[config.mk]
export PLATFORM = sky130hd
export DESIGN_NAME = tcb_lib_endianness_cnv_flat
export DESIGN_NICKNAME = d
export VERILOG_FILES = /design/src/rtl/tcb_lib_pkg.sv /design/src/rtl/tcb_if.sv /design/src/rtl/tcb_lib_dly_pipe.sv /design/src/rtl/tcb_lib_endianness_cnv.sv /design/src/flat_wrapper.sv
export SDC_FILE = /design/constraint.sdc
export NUM_CORES = 1
export LEC_CHECK = 0
export ABC_AREA = 1
export BUFFER_PORTS_ARGS = -buffer_cell sky130_fd_sc_hd__buf_2
export CORE_AREA = 2 2 83 85
export DETAILED_ROUTE_END_ITERATION = 16
export DIE_AREA = 0 0 85 87
export PLACE_DENSITY = 0.68
export SYNTH_ARGS = -nofsm -noshare
export SYNTH_HDL_FRONTEND = slang
export SYNTH_SLANG_ARGS = --single-unit
[constraint.sdc]
create_clock -name clk -period 1.4 [get_ports clk]
set_input_delay 0.07 -clock clk [delete_from_list [all_inputs] [get_ports clk]]
set_output_delay 0.07 -clock clk [all_outputs]
set_load 0.005 [all_outputs]
[src/rtl/tcb_lib_pkg.sv]
// Shared TCB library definitions: byte-order type and a lane swap helper.
package tcb_lib_pkg;

    typedef enum logic {
        TCB_LITTLE = 1'b0,
        TCB_BIG    = 1'b1
    } tcb_endian_t;

    localparam int TCB_MAX_DBW = 128;
    localparam logic [TCB_MAX_DBW-1:0] TCB_ONE = TCB_MAX_DBW'(1);

    // Lane i of the result takes lane bew-1-i of the source; callers zero-extend
    // their data to TCB_MAX_DBW and truncate the result back to their own width.
    function automatic logic [TCB_MAX_DBW-1:0] tcb_byte_swap(
        input logic [TCB_MAX_DBW-1:0] data,
        input int                     bew,
        input int                     slw
    );
        logic [TCB_MAX_DBW-1:0] res;
        int src;
        res = '0;
        for (int k = 0; k < TCB_MAX_DBW; k++) begin
            if (k < bew * slw) begin
                src = (bew - 1 - k / slw) * slw + k % slw;
                res = res | (((data >> src) & TCB_ONE) << k);
            end
        end
        return res;
    endfunction

endpackage

[src/rtl/tcb_if.sv]
// TCB bus bundle; the manager drives the request and the subordinate the response.
interface tcb_if #(
    parameter int ABW = 32,
    parameter int DBW = 32,
    parameter int SLW = 8
);
    localparam int BEW = DBW / SLW;

    logic           vld;
    logic           rdy;
    logic           wen;
    logic [ABW-1:0] adr;
    logic [BEW-1:0] ben;
    logic [DBW-1:0] wdt;
    logic [DBW-1:0] rdt;
    logic           err;

    modport man (output vld, wen, adr, ben, wdt, input  rdy, rdt, err);
    modport sub (input  vld, wen, adr, ben, wdt, output rdy, rdt, err);

endinterface

[src/rtl/tcb_lib_dly_pipe.sv]
// Fixed-depth shift register carrying a valid tag and a payload, one stage per cycle.
module tcb_lib_dly_pipe #(
    parameter int DLY = 1,
    parameter int W   = 1
) (
    input  logic         clk,
    input  logic         rst,
    input  logic         in_vld,
    input  logic [W-1:0] in_dat,
    output logic         out_vld,
    output logic [W-1:0] out_dat,
    output logic         any_vld
);

    generate
        if (DLY == 0) begin : g_none
            assign out_vld = in_vld;
            assign out_dat = in_dat;
            assign any_vld = 1'b0;
        end else begin : g_pipe
            logic [DLY-1:0] tag;
            logic [W-1:0]   dat [DLY];

            always_ff @(posedge clk or negedge rst) begin
                if (!rst) begin
                    tag <= '0;
                    for (int i = 0; i < DLY; i++) dat[i] <= '0;
                end else begin
                    tag[0] <= in_vld;
                    dat[0] <= in_dat;
                    for (int i = 1; i < DLY; i++) begin
                        tag[i] <= tag[i-1];
                        dat[i] <= dat[i-1];
                    end
                end
            end

            assign out_vld = tag[DLY-1];
            assign out_dat = dat[DLY-1];
            assign any_vld = |tag;
        end
    endgenerate

endmodule

[src/rtl/tcb_lib_endianness_cnv.sv]
// TCB endianness converter: swaps write data/enables per transfer and swaps read
// data back using the byte order recorded for the matching request.
module tcb_lib_endianness_cnv
    import tcb_lib_pkg::*;
#(
    parameter int ABW = 32,
    parameter int DBW = 32,
    parameter int SLW = 8,
    parameter int BEW = DBW / SLW,
    parameter int DLY = 1,
    parameter int MOD = 1,
    parameter bit END = 1'b0,
    parameter int REG = 0
) (
    input  logic clk,
    input  logic rst,
    input  logic ndn,
    output logic bsy,
    tcb_if.sub   sub,
    tcb_if.man   man
);

    tcb_endian_t    sel;
    logic           sub_xfr;
    logic [DBW-1:0] req_wdt;
    logic [BEW-1:0] req_ben;
    logic           slice_busy;
    logic           pipe_vld;
    logic [0:0]     pipe_dat;
    logic           pipe_any;
    logic           rsp_big;

    assign sel     = (MOD != 0) ? tcb_endian_t'(ndn) : tcb_endian_t'(END);
    assign sub_xfr = sub.vld & sub.rdy;

    assign req_wdt = (sel == TCB_BIG)
                   ? DBW'(tcb_byte_swap(TCB_MAX_DBW'(sub.wdt), BEW, SLW))
                   : sub.wdt;
    assign req_ben = (sel == TCB_BIG)
                   ? BEW'(tcb_byte_swap(TCB_MAX_DBW'(sub.ben), BEW, 1))
                   : sub.ben;

    generate
        if (REG != 0) begin : g_slice
            logic           r_vld;
            logic           r_wen;
            logic [ABW-1:0] r_adr;
            logic [BEW-1:0] r_ben;
            logic [DBW-1:0] r_wdt;

            // A new load always wins; otherwise the entry drains when the man side takes it.
            always_ff @(posedge clk or negedge rst) begin
                if (!rst) begin
                    r_vld <= 1'b0;
                    r_wen <= 1'b0;
                    r_adr <= '0;
                    r_ben <= '0;
                    r_wdt <= '0;
                end else if (sub_xfr) begin
                    r_vld <= 1'b1;
                    r_wen <= sub.wen;
                    r_adr <= sub.adr;
                    r_ben <= req_ben;
                    r_wdt <= req_wdt;
                end else if (man.rdy) begin
                    r_vld <= 1'b0;
                end
            end

            assign sub.rdy    = ~r_vld | man.rdy;
            assign man.vld    = r_vld;
            assign man.wen    = r_wen;
            assign man.adr    = r_adr;
            assign man.ben    = r_ben;
            assign man.wdt    = r_wdt;
            assign slice_busy = r_vld;
        end else begin : g_bypass
            assign sub.rdy    = man.rdy;
            assign man.vld    = sub.vld & rst;
            assign man.wen    = sub.wen;
            assign man.adr    = sub.adr;
            assign man.ben    = req_ben;
            assign man.wdt    = req_wdt;
            assign slice_busy = 1'b0;
        end
    endgenerate

    tcb_lib_dly_pipe #(
        .DLY (DLY),
        .W   (1)
    ) u_pipe (
        .clk     (clk),
        .rst     (rst),
        .in_vld  (sub_xfr),
        .in_dat  (1'(sel)),
        .out_vld (pipe_vld),
        .out_dat (pipe_dat),
        .any_vld (pipe_any)
    );

    // Without a delay the response shares the request cycle, so the live byte order applies.
    assign rsp_big = (DLY == 0) ? (sel == TCB_BIG) : (pipe_vld & pipe_dat[0]);

    assign sub.rdt = rsp_big
                   ? DBW'(tcb_byte_swap(TCB_MAX_DBW'(man.rdt), BEW, SLW))
                   : man.rdt;
    assign sub.err = man.err;
    assign bsy     = pipe_any | slice_busy;

endmodule

[src/flat_wrapper.sv]
// flat-port wrapper written by rule: the top's interface ports become plain ports
module tcb_lib_endianness_cnv_flat import tcb_lib_pkg::*;
#(
    parameter int ABW = 32,
    parameter int DBW = 32,
    parameter int SLW = 8,
    parameter int BEW = DBW / SLW,
    parameter int DLY = 1,
    parameter int MOD = 1,
    parameter bit END = 1'b0,
    parameter int REG = 0
)
  (clk, rst, ndn, bsy, sub_vld, sub_wen, sub_adr, sub_ben, sub_wdt, sub_rdy, sub_rdt, sub_err, man_vld, man_wen, man_adr, man_ben, man_wdt, man_rdy, man_rdt, man_err);
  tcb_if #(.ABW(ABW), .DBW(DBW), .SLW(SLW)) sub_i ();
  tcb_if #(.ABW(ABW), .DBW(DBW), .SLW(SLW)) man_i ();
  input  logic clk;
  input  logic rst;
  input  logic ndn;
  output logic bsy;
  input wire logic [$bits(sub_i.vld)-1:0] sub_vld;
  input wire logic [$bits(sub_i.wen)-1:0] sub_wen;
  input wire logic [$bits(sub_i.adr)-1:0] sub_adr;
  input wire logic [$bits(sub_i.ben)-1:0] sub_ben;
  input wire logic [$bits(sub_i.wdt)-1:0] sub_wdt;
  output wire logic [$bits(sub_i.rdy)-1:0] sub_rdy;
  output wire logic [$bits(sub_i.rdt)-1:0] sub_rdt;
  output wire logic [$bits(sub_i.err)-1:0] sub_err;
  output wire logic [$bits(man_i.vld)-1:0] man_vld;
  output wire logic [$bits(man_i.wen)-1:0] man_wen;
  output wire logic [$bits(man_i.adr)-1:0] man_adr;
  output wire logic [$bits(man_i.ben)-1:0] man_ben;
  output wire logic [$bits(man_i.wdt)-1:0] man_wdt;
  input wire logic [$bits(man_i.rdy)-1:0] man_rdy;
  input wire logic [$bits(man_i.rdt)-1:0] man_rdt;
  input wire logic [$bits(man_i.err)-1:0] man_err;
  assign sub_i.vld = sub_vld;
  assign sub_i.wen = sub_wen;
  assign sub_i.adr = sub_adr;
  assign sub_i.ben = sub_ben;
  assign sub_i.wdt = sub_wdt;
  assign sub_rdy = sub_i.rdy;
  assign sub_rdt = sub_i.rdt;
  assign sub_err = sub_i.err;
  assign man_vld = man_i.vld;
  assign man_wen = man_i.wen;
  assign man_adr = man_i.adr;
  assign man_ben = man_i.ben;
  assign man_wdt = man_i.wdt;
  assign man_i.rdy = man_rdy;
  assign man_i.rdt = man_rdt;
  assign man_i.err = man_err;
  tcb_lib_endianness_cnv #(.ABW(ABW), .DBW(DBW), .SLW(SLW), .BEW(BEW), .DLY(DLY), .MOD(MOD), .END(END), .REG(REG)) u_core (.clk(clk), .rst(rst), .ndn(ndn), .bsy(bsy), .sub(sub_i), .man(man_i));
endmodule
==> results of run 1 <==
flip-flops by register name (all words and copies together), names as in the netlist:
| signal | count |
|---|---|
| u_core.u_pipe.out_dat | 1 |
| u_core.u_pipe.any_vld | 1 |
placed cells by master, fill, tap and decap left out, drive strengths merged:
cell type	count
buf	154
clkbuf	3
dfrtp	2
dlygate4sd3	1
inv	38
nand2	103
nand3	32
o21ai	36
routing by layer:
metal / up-vias / wire length [um] / global-route usage [%]
li1: 986 / - / -
met1: 778 / 1630 / 12.0
met2: 172 / 1990 / 18.5
met3: 4 / 683 / 4.64
met4: 0 / 55 / 3.03
met5: - / 0 / 0
per-stage QoR:
stage / total power [uW] / hold WS [ns] / cells / setup WS, ns / instance area, um^2
CTS: 865 / 0.0637 / 448 / 0.0839 / 1970
detailed placement: 635 / -0.132 / 444 / 0.160 / 1910
global route: 953 / 0.0965 / 449 / 0.00776 / 1980
finish: 860 / 0.0713 / 449 / 0.106 / 1980
global placement: 628 / -0.129 / 444 / 0.188 / 1910
floorplan: 429 / -0.226 / 265 / 0.492 / 1450
what timing repair did:
item	CTS	global route
endpoints found under the hold margin	2	0
buffers inserted	0	1
hold buffers	1	0
setup endpoints to repair	32	5
pin swaps	0	0
gates resized for setup	2	0
how the worst max path moves through the flow:
| stage | startpoint | end | slack (ns) | cells past startpoint |
|---|---|---|---|---|
| after global placement | u_core.u_pipe.any_vld | sub_rdt[3] | 0.19 | 4 |
| after floorplan | u_core.u_pipe.any_vld | sub_rdt[0] | 0.49 | 5 |
| after CTS | u_core.u_pipe.any_vld | sub_rdt[3] | 0.08 | 4 |
| final | u_core.u_pipe.any_vld | sub_rdt[3] | 0.11 | 4 |
| after detailed placement | u_core.u_pipe.any_vld | sub_rdt[3] | 0.16 | 4 |
| after global routing | u_core.u_pipe.any_vld | sub_rdt[15] | 0.008 | 4 |
cells by family after synthesis:
kind of cell           count (synthesis)  synth area share [%]
buffers and inverters                 92                  40.0
AOI/OAI and AO/OA                     36                  12.5
and+or+nand+nor                      135                  44.1
DFF                                    2                  3.46
power by group through the flow:
stage / combinational [uW] / clock (uW) / sequential (uW)
2_1_floorplan: 365 / 0 / 63.6
3_3_place_gp: 555 / 0 / 72.1
3_5_place_dp: 562 / 0 / 73.0
4_1_cts: 566 / 225 / 73.2
5_1_grt: 637 / 242 / 73.4
6_report: 565 / 222 / 72.3
worst max-delay path: stages (launching register included):
cell and delay [ns]:
dfrtp_2 0.48, nand2_8 0.27, nand2_2 0.09, nand2_1 0.06, buf_2 0.10
area by class of cell:
class                   instances  share of cell area, %
flip-flops and latches          2                   2.66
well taps                      80                   5.07
multi-input cells             171                   41.4
inverters                      38                   7.22
clock buffers                   3                   2.09
repair buffers                155                   41.5
==> metrics.md, run 1 <==
| Metric | Value |
|---|---|
| Peak VDD IR | `0.221 mV` |
| Slew of the pin with the lowest slew margin | `about 0.36 ns` |
| CTS Buffer Depth | `2` |
| Port Buf Inserts | `between 100 and 150` |
| DR vias/cell | `between 4 and 5` |
| List of most frequent post-synthesis cells | `72 x nand2_1, 43 x buf_4, 38 x inv_1` |
| Mapped Area | `~0.0014 mm^2` |
| CORE AREA | `0.00657 mm^2` |
| First-pass GRT wire length | `6740 um` |
| Area growth syn-to-layout | `36.6%` |
| CTS buffer count | `3` |
| Pwr/cell area | `435 mW/mm^2` |
| Critical Path Sink Type | `primary output` |
| Routability cong. | `0.797` |
| Root Buffer | `clkbuf_8` |
| Critical path launch point type | `flop` |
| HP Class | `in -> reg` |
| Post-synth EDFFs | `0` |
| Setup CP Type | `reg -> out` |
| Primary FF master, synth | `dfrtp_1` |
| Final critical-path share of the clock period | `92.4%` |
| # DRC | `0` |
| Largest net degree at the start of global routing | `33` |
| CTS sink cnt | `2` |
| Number of antenna violations at the first check in global routing | `0` |
| Ys Warns | `0` |
| Unique masters post-synth | `12` |
| Max-cap viol count | `0` |
| Starting density of the core | `22.0%` |
| Sw power | `336 uW` |
| Slew Limit Fails | `0` |
| Final setup viols | `0` |
| Net Sw Frac | `39.1%` |
| Antenna Cells | `0` |
| WHS Path Cells | `3` |
| Comb pwr share | `65.7%` |
| Headroom to the max-slew limit | `75.8%` |
| Worst path arrival time | `roughly 1.2 ns` |
| Cell accounting for the most synthesized area | `buf_4` |
| Total area of sequential cells | `approximately 53 um^2` |
| Syn_nets | `372` |
| Worst endpoint required time | `1.33 ns` |
| Mapped Avg Cell Area | `around 5.5 um^2` |
| Sequential fraction of the synthesis area | `3.46%` |
| Final hold violation count | `0` |
| Initial drt markers | `18` |
| Multi-input gate area | `~820 um^2` |
| Max Freq | `0.773 GHz` |
| Row count | `30` |
| Final #Nets | `478` |
| Tmin final | `1.29 ns` |
| Num ports | `roughly 210` |
| Most common cell in the netlist | `nand2_1` |
| Die H | `87 um` |
| RSZ-0062 raised after global routing | `no` |
| Vias | `roughly 1.9k` |
| Hold path startpoint | `sub_vld` |
| CTS tree | `yes` |
| Hold endpoint | `u_core.u_pipe.any_vld` |
| Die width | `85 um` |
| First-pass DRT Iterations | `4` |
| #FFs+latches synth | `2` |
| Clock power share | `around 26%` |
| Outcome | `finished, final reports clean` |
| Share of layout cells above drive strength 1 | `51.5%` |
| GRT overflow | `0` |
| H-tree lvl count | `1` |
| Sequential share of power | `8.4%` |
| Number of global-route vias before repair | `1598` |
| Die area | `0.00740 mm^2` |
| Share of the synthesized area in the top cell type | `22.3%` |
| Cells after Synth | `approximately 270` |
| Worst-path clk slew | `0.03 ns` |
| Layout filler cell count | `708` |
| Power Internal | `524 uW` |
| GRT Total Usage | `10.7%` |
| TNS Setup | `0 ns` |
| DP Wirelength | `about 3700 um` |
| Synth top area cells | `buf_4 22%, nand2_1 19%, nand2_2 13%` |
| Crit Path Max Fanout | `32` |
| WL per Instance | `9.71 um` |
| Pleak | `0.00130 uW` |
| Post-DRT Antenna Nets | `0` |
| Post-layout util | `30.1%` |
| Final WL | `4360 um` |
| Ys async rst share | `100%` |
(Power assumes the default switching activity.)
==> run 2: changes to the inputs <==
--- a/config.mk
+++ b/config.mk
@@ -8,9 +8,11 @@
 export ABC_AREA = 1
 export BUFFER_PORTS_ARGS = -buffer_cell sky130_fd_sc_hd__buf_2
 export CORE_AREA = 2 2 83 85
+export CTS_CLUSTER_DIAMETER = 120
 export DETAILED_ROUTE_END_ITERATION = 16
 export DIE_AREA = 0 0 85 87
 export PLACE_DENSITY = 0.68
+export REMOVE_ABC_BUFFERS = 1
 export SYNTH_ARGS = -nofsm -noshare
 export SYNTH_HDL_FRONTEND = slang
 export SYNTH_SLANG_ARGS = --single-unit
==> run 2 against run 1 <==
Core utilization fell by 0.46 points. Design area fell by 1.5%. Sequential share of layout area barely moved. Final cell count fell by 1.3%. Sequential cell count did not move. Maximum frequency fell by 3.6%. Combinational power fell by 2%.
==> metrics.md, run 2 (synthesized netlist as in run 1, its figures left out) <==
| Metric | Value |
|---|---|
| Area growth syn-to-layout | `34.5%` |
| First-pass GRT wire length | `8140 um` |
| WHS | `0.0791 ns` |
| RSZ-0062 raised after global routing | `yes` |
| Crit Path Max Fanout | `16` |
| Outcome | `finished, final reports clean` |
| Final hold violation count | `0` |
| Commonest non-fill, non-tap cells in the layout | `143 x buf_2, 72 x nand2_1, 38 x inv_1, 34 x o21ai_1, 32 x nand3_1` |
| Largest net degree at the start of global routing | `74` |
| WHS Path Cells | `3` |
| Tmin final | `roughly 1.3 ns` |
| Buf/Inv on CP | `1` |
| GRT Total Usage | `14.0%` |
| H-tree lvl count | `1` |
| Vias | `1957` |
| # DRC | `0` |
| Finished Layout Cells | `443` |
| Worst endpoint required time | `1.33 ns` |
| Final setup viols | `0` |
| Critical Path Sink Type | `primary output` |
| Hold endpoint | `u_core.u_pipe.any_vld` |
| WL per Instance | `12.7 um` |
| Peak VDD IR | `around 0.15 mV` |
| Pwr Total | `~850 uW` |
| Critical Path Slowest Stage Cell | `dfrtp_2` |
| Worst-path clk slew | `around 0.030 ns` |
| Critical path's top delay family | `flip-flops` |
| Max Freq | `0.745 GHz` |
| CTS Buffer Depth | `2` |
| Dpl cells | `438` |
| Share of layout cells above drive strength 1 | `50.7%` |
| GRT overflow | `0` |
| Worst-path cell chain | `nand2_4, nand2_2, nand2_1, buf_2` |
| CTS buffer count | `3` |
| Worst path arrival time | `1.27 ns` |
| DP Wirelength | `4470 um` |
| Dpl cell area | `0.00187 mm^2` |
| # Post-CTS Setup Buffers | `0` |
| Critical path launch point type | `flop` |
| Headroom to the max-slew limit | `80.2%` |
| Die width | `around 85 um` |
| Worst setup margin | `0.0574 ns` |
| Final critical-path share of the clock period | `between 90% and 100%` |
| Slew Limit Fails | `0` |
| Final instance area | `0.00195 mm^2` |
| Number of global-route vias before repair | `1654` |
| Hold path startpoint | `man_rdy` |
| CTS tree | `yes` |
| Antenna Cells | `0` |
| Routability cong. | `0.826` |
| Slew of the pin with the lowest slew margin | `roughly 0.3 ns` |
| Die H | `87 um` |
| Port Buf Inserts | `~140` |
| Final #Nets | `between 400 and 500` |
| Max-cap viol count | `0` |
| Setup CP Type | `reg -> out` |
| Post-DRT Antenna Nets | `0` |
| Root Buffer | `clkbuf_8` |
| Starting density of the core | `between 20 and 25%` |
| Pleak | `0.00127 uW` |
| CORE AREA | `0.00657 mm^2` |
| Die area | `0.00740 mm^2` |
| Max incr delay on CP | `around 0.53 ns` |
| Num ports | `between 200 and 250` |
| Number of antenna violations at the first check in global routing | `0` |
| HP Class | `in -> reg` |
| Commonest non-fill, non-tap cell in the layout | `buf_2` |
| Pre-CTS setup slack | `approximately 0.1 ns` |
| Pwr/cell area | `about 440 mW/mm^2` |
| CTS sink cnt | `2` |
| Row count | `30` |
| Final WL | `5630 um` |
| First-pass DRT Iterations | `4` |
| Initial drt markers | `50` |
| DR vias/cell | `approximately 4.4` |
-- run 2: through the flow --
| step | setup TNS (ns) | util (%) |
|---|---|---|
| after detailed placement | 0 | 28.5 |
| after CTS | 0 | 29.3 |
| after floorplan | -1.16 | - |
| after global routing | -0.0209 | 29.6 |
| after global placement | 0 | 28.5 |
| final | 0 | 29.6 |
-- run 2: power breakdown --
part | internal, uW | switching, uW | total [uW]
Sequential | 61.8 | 12.3 | 74.1
Combinational | 272 | 282 | 554
Clock | 181 | 41.3 | 223
Total | 515 | 336 | 851
-- run 2: how the worst max path moves through the flow --
stage	startpoint	endpoint	slack, ns	cells past startpoint
after global routing	u_core.u_pipe.out_dat	sub_rdt[13]	-0.01	4
after CTS	u_core.u_pipe.out_dat	sub_rdt[18]	0.06	4
final	u_core.u_pipe.out_dat	sub_rdt[3]	0.06	4
after detailed placement	u_core.u_pipe.out_dat	sub_rdt[25]	0.1	4
after global placement	u_core.u_pipe.out_dat	sub_rdt[25]	0.16	4
after floorplan	u_core.u_pipe.any_vld	sub_rdt[17]	-0.05	3
-- run 2: worst min-delay path, delay by kind of cell --
family	cells	cell delay (ns)
buffers and inverters	2	0.13
AND/OR/NAND/NOR	1	0.05
-- run 2: repair_timing --
| action | in CTS | in global routing |
|---|---|---|
| pin swaps | 0 | 1 |
| gates cloned | 0 | 1 |
| hold buffers | 1 | 0 |
| hold endpoints to repair | 2 | 0 |
| gates resized for setup | 2 | 3 |
| setup endpoints to repair | 32 | 26 |
-- run 2: cell type report --
| type | count | area [um^2] |
|---|---|---|
| fillers | 732 | 4620 |
| inverters | 38 | 143 |
| multi-input cells | 172 | 830 |
| repair buffers | 148 | 779 |
| clock buffers | 3 | 41.3 |
| well taps | 80 | 100 |
| flip-flops and latches | 2 | 52.6 |
-- run 2: per-layer routing --
metal	part of all wire, %	global-route usage (%)	wire length, um	vias up
met4	0.37	2.45	21	2
met5	1.1	9.79	64	-
met3	20	11.3	1120	4
li1	-	-	-	972
met2	39	19.3	2180	186
met1	40	16.2	2240	793
==> run 3: changes to the inputs <==
--- a/config.mk
+++ b/config.mk
@@ -7,12 +7,14 @@
 export LEC_CHECK = 0
 export ABC_AREA = 1
 export BUFFER_PORTS_ARGS = -buffer_cell sky130_fd_sc_hd__buf_2
-export CORE_AREA = 2 2 83 85
+export CORE_AREA = 2 2 82 84
 export CTS_CLUSTER_DIAMETER = 120
 export DETAILED_ROUTE_END_ITERATION = 16
-export DIE_AREA = 0 0 85 87
-export PLACE_DENSITY = 0.68
+export DIE_AREA = 0 0 84 86
+export PLACE_DENSITY = 0.7
+export RECOVER_POWER = 50
 export REMOVE_ABC_BUFFERS = 1
 export SYNTH_ARGS = -nofsm -noshare
 export SYNTH_HDL_FRONTEND = slang
+export SYNTH_HIERARCHICAL = 1
 export SYNTH_SLANG_ARGS = --single-unit
==> run 3 against run 2 <==
Setup slack better by 0.068 ns. Non-clock buffer count is 1 lower. Die area shrank 2.3%. Global-route usage is essentially flat. Combinational power down 3.6%. Sequential share of layout area about the same. Final cell count fell by 1.1%. Critical path depth unchanged. Critical path type unchanged.
==> metrics.md, run 3 <==
| Metric | Value |
|---|---|
| Outcome | `finished, final reports clean` |
| Headroom to the max-slew limit | `a little over four fifths` |
| Sequential fraction of the synthesis area | `3.48%` |
| Tmin final | `1.27 ns` |
| Post-synth EDFFs | `0` |
| Final WL | `5200 um` |
| CTS Buffer Depth | `2` |
| Pleak | `0.00124 uW` |
| Final critical-path share of the clock period | `91.1%` |
| Worst-path clk slew | `0.03 ns` |
| Synth top area cells | `nand2_1 24%, buf_4 21%, o21ai_1 12%` |
| Root Buffer | `clkbuf_8` |
| Row count | `29` |
| Ys Warns | `6` |
| DR vias/cell | `4.49` |
| Max Freq | `0.784 GHz` |
| Most common cell in the netlist | `nand2_1` |
| Routability cong. | `0.757` |
| GRT overflow | `0` |
| Unique masters post-synth | `11` |
| Pwr/cell area | `440 mW/mm^2` |
| Number of global-route vias before repair | `1732` |
| Setup CP Type | `reg -> out` |
| # Post-CTS Setup Buffers | `0` |
| Port Buf Inserts | `roughly 140` |
| H-tree lvl count | `1` |
| Die width | `84 um` |
| Share of layout cells above drive strength 1 | `41.8%` |
| Commonest non-fill, non-tap cells in the layout | `129 x buf_2, 92 x nand2_1, 38 x inv_1, 32 x nand3_1, 32 x o21ai_1` |
| GRT Total Usage | `14.0%` |
| First-pass DRT Iterations | `4` |
| Final instance area | `0.00187 mm^2` |
| Slew of the pin with the lowest slew margin | `0.250 ns` |
| Mapped Area | `0.00144 mm^2` |
| Commonest non-fill, non-tap cell in the layout | `buf_2` |
| Largest net degree at the start of global routing | `74` |
| Cell accounting for the most synthesized area | `nand2_1` |
| CTS tree | `yes` |
| Die H | `86 um` |
| Area growth syn-to-layout | `29.8%` |
| Num ports | `212` |
| Final hold violation count | `0` |
| Dpl cell area | `0.00182 mm^2` |
| Critical path launch point type | `flop` |
| List of most frequent post-synthesis cells | `92 x nand2_1, 40 x buf_4, 38 x inv_1` |
| First-pass GRT wire length | `~8100 um` |
| Initial drt markers | `42` |
| Worst path arrival time | `1.20 ns` |
| Slew Limit Fails | `0` |
| Post-DRT Antenna Nets | `0` |
| Starting density of the core | `around 23%` |
| # DRC | `0` |
| Number of antenna violations at the first check in global routing | `0` |
| Max-cap viol count | `0` |
| Primary FF master, synth | `dfrtp_1` |
| Ys async rst share | `100%` |
| TNS Setup | `0 ns` |
| RSZ-0062 raised after global routing | `no` |
| Mapped Avg Cell Area | `around 5.4 um^2` |
| CORE AREA | `0.00628 mm^2` |
| Final setup viols | `0` |
| CTS sink cnt | `2` |
| WL per Instance | `between 10 and 15 um` |
| DP Wirelength | `4340 um` |
| Critical Path Sink Type | `primary output` |
| Worst endpoint required time | `1.33 ns` |
| CTS buffer count | `3` |
| Crit Path Max Fanout | `33` |
| HP Class | `in -> reg` |
| Share of the synthesized area in the top cell type | `24.0%` |
| Die area | `between 0.007 and 0.008 mm^2` |
| Final #Nets | `470` |
| Vias | `1967` |
| Pwr Total | `823 uW` |
| Cells after Synth | `266` |
| Antenna Cells | `0` |
| Peak VDD IR | `0.269 mV` |
| #FFs+latches synth | `2` |
==> run 3: changes by cell type after synthesis <==
cell | before | now
buf_12 | 3 | 1
buf_2 | 6 | 0
nand2_2 | 30 | 10
nand2_1 | 72 | 92
buf_4 | 43 | 40
buf_6 | 2 | 14
==> run 3: per-stage QoR <==
step	utilization, %	setup slack (ns)	hold slack [ns]	instances
after global placement	29.0	0.259	-0.137	434
after floorplan	-	0.0135	-0.226	211
after detailed placement	29.0	0.215	-0.135	434
after global routing	29.8	0.0167	0.0790	438
final	29.8	0.125	0.0682	438
after CTS	29.9	0.0777	0.0718	438
==> run 3: layout make-up <==
| class | instances | area (um^2) |
|---|---|---|
| Fill cell | 737 | 4410 |
| Multi-Input combinational cell | 171 | 768 |
| Timing Repair Buffer | 147 | 768 |
| Inverter | 38 | 143 |
| Tap cell | 77 | 96.3 |
| Sequential cell | 2 | 51.3 |
| Clock buffer | 3 | 41.3 |
==> run 3: path summary, 6_finish.rpt <==
| path | startpoint | endpoint | slack, ns | depth (start not counted) |
|---|---|---|---|---|
| max | u_core/u_pipe/any_vld | sub_rdt[11] | 0.13 | 4 |
| min | sub_vld | u_core/u_pipe/any_vld | 0.07 | 3 |
| max in group asynchronous | rst | u_core/u_pipe/out_dat | 1.04 | 2 |
| min in group asynchronous | rst | u_core/u_pipe/out_dat | 0.21 | 2 |
==> run 3: timing repair <==
item	4_1_cts	5_1_grt
hold buffers	1	0
setup endpoints to repair	1	6
resized for setup	1	2
hold endpoints to repair	2	0
==> run 3: worst max-delay path: stages, from the launching register on <==
cell     delay (ns)
dfrtp_1        0.45
buf_8          0.25
nand3_1        0.11
nand2_1        0.08
buf_2          0.11
==> run 3: power breakdown <==
| part | internal [uW] | switching (uW) |
|---|---|---|
| clock network | 181 | 39.1 |
| logic | 259 | 275 |
| registers | 61.6 | 7.05 |
==> run 3: cells by family (layout without fill, tap and decap cells) <==
kind of cell	after synthesis	count (layout)	share of synthesized area [%]
flip-flops	2	2	3.48
buffers and inverters	93	188	43.1
AND/OR/NAND/NOR	135	135	40.9
AO/OA/AOI/OAI	36	36	12.5
==> run 3: metal layers <==
| metal | vias to the layer above | wire, um | global-route usage (%) |
|---|---|---|---|
| li1 | 965 | - | - |
| met1 | 819 | 2100 | 16.4 |
| met2 | 179 | 2120 | 21.6 |
| met3 | 2 | 951 | 9.14 |
| met4 | 2 | 1 | 1.76 |
| met5 | - | 34 | 4.20 |
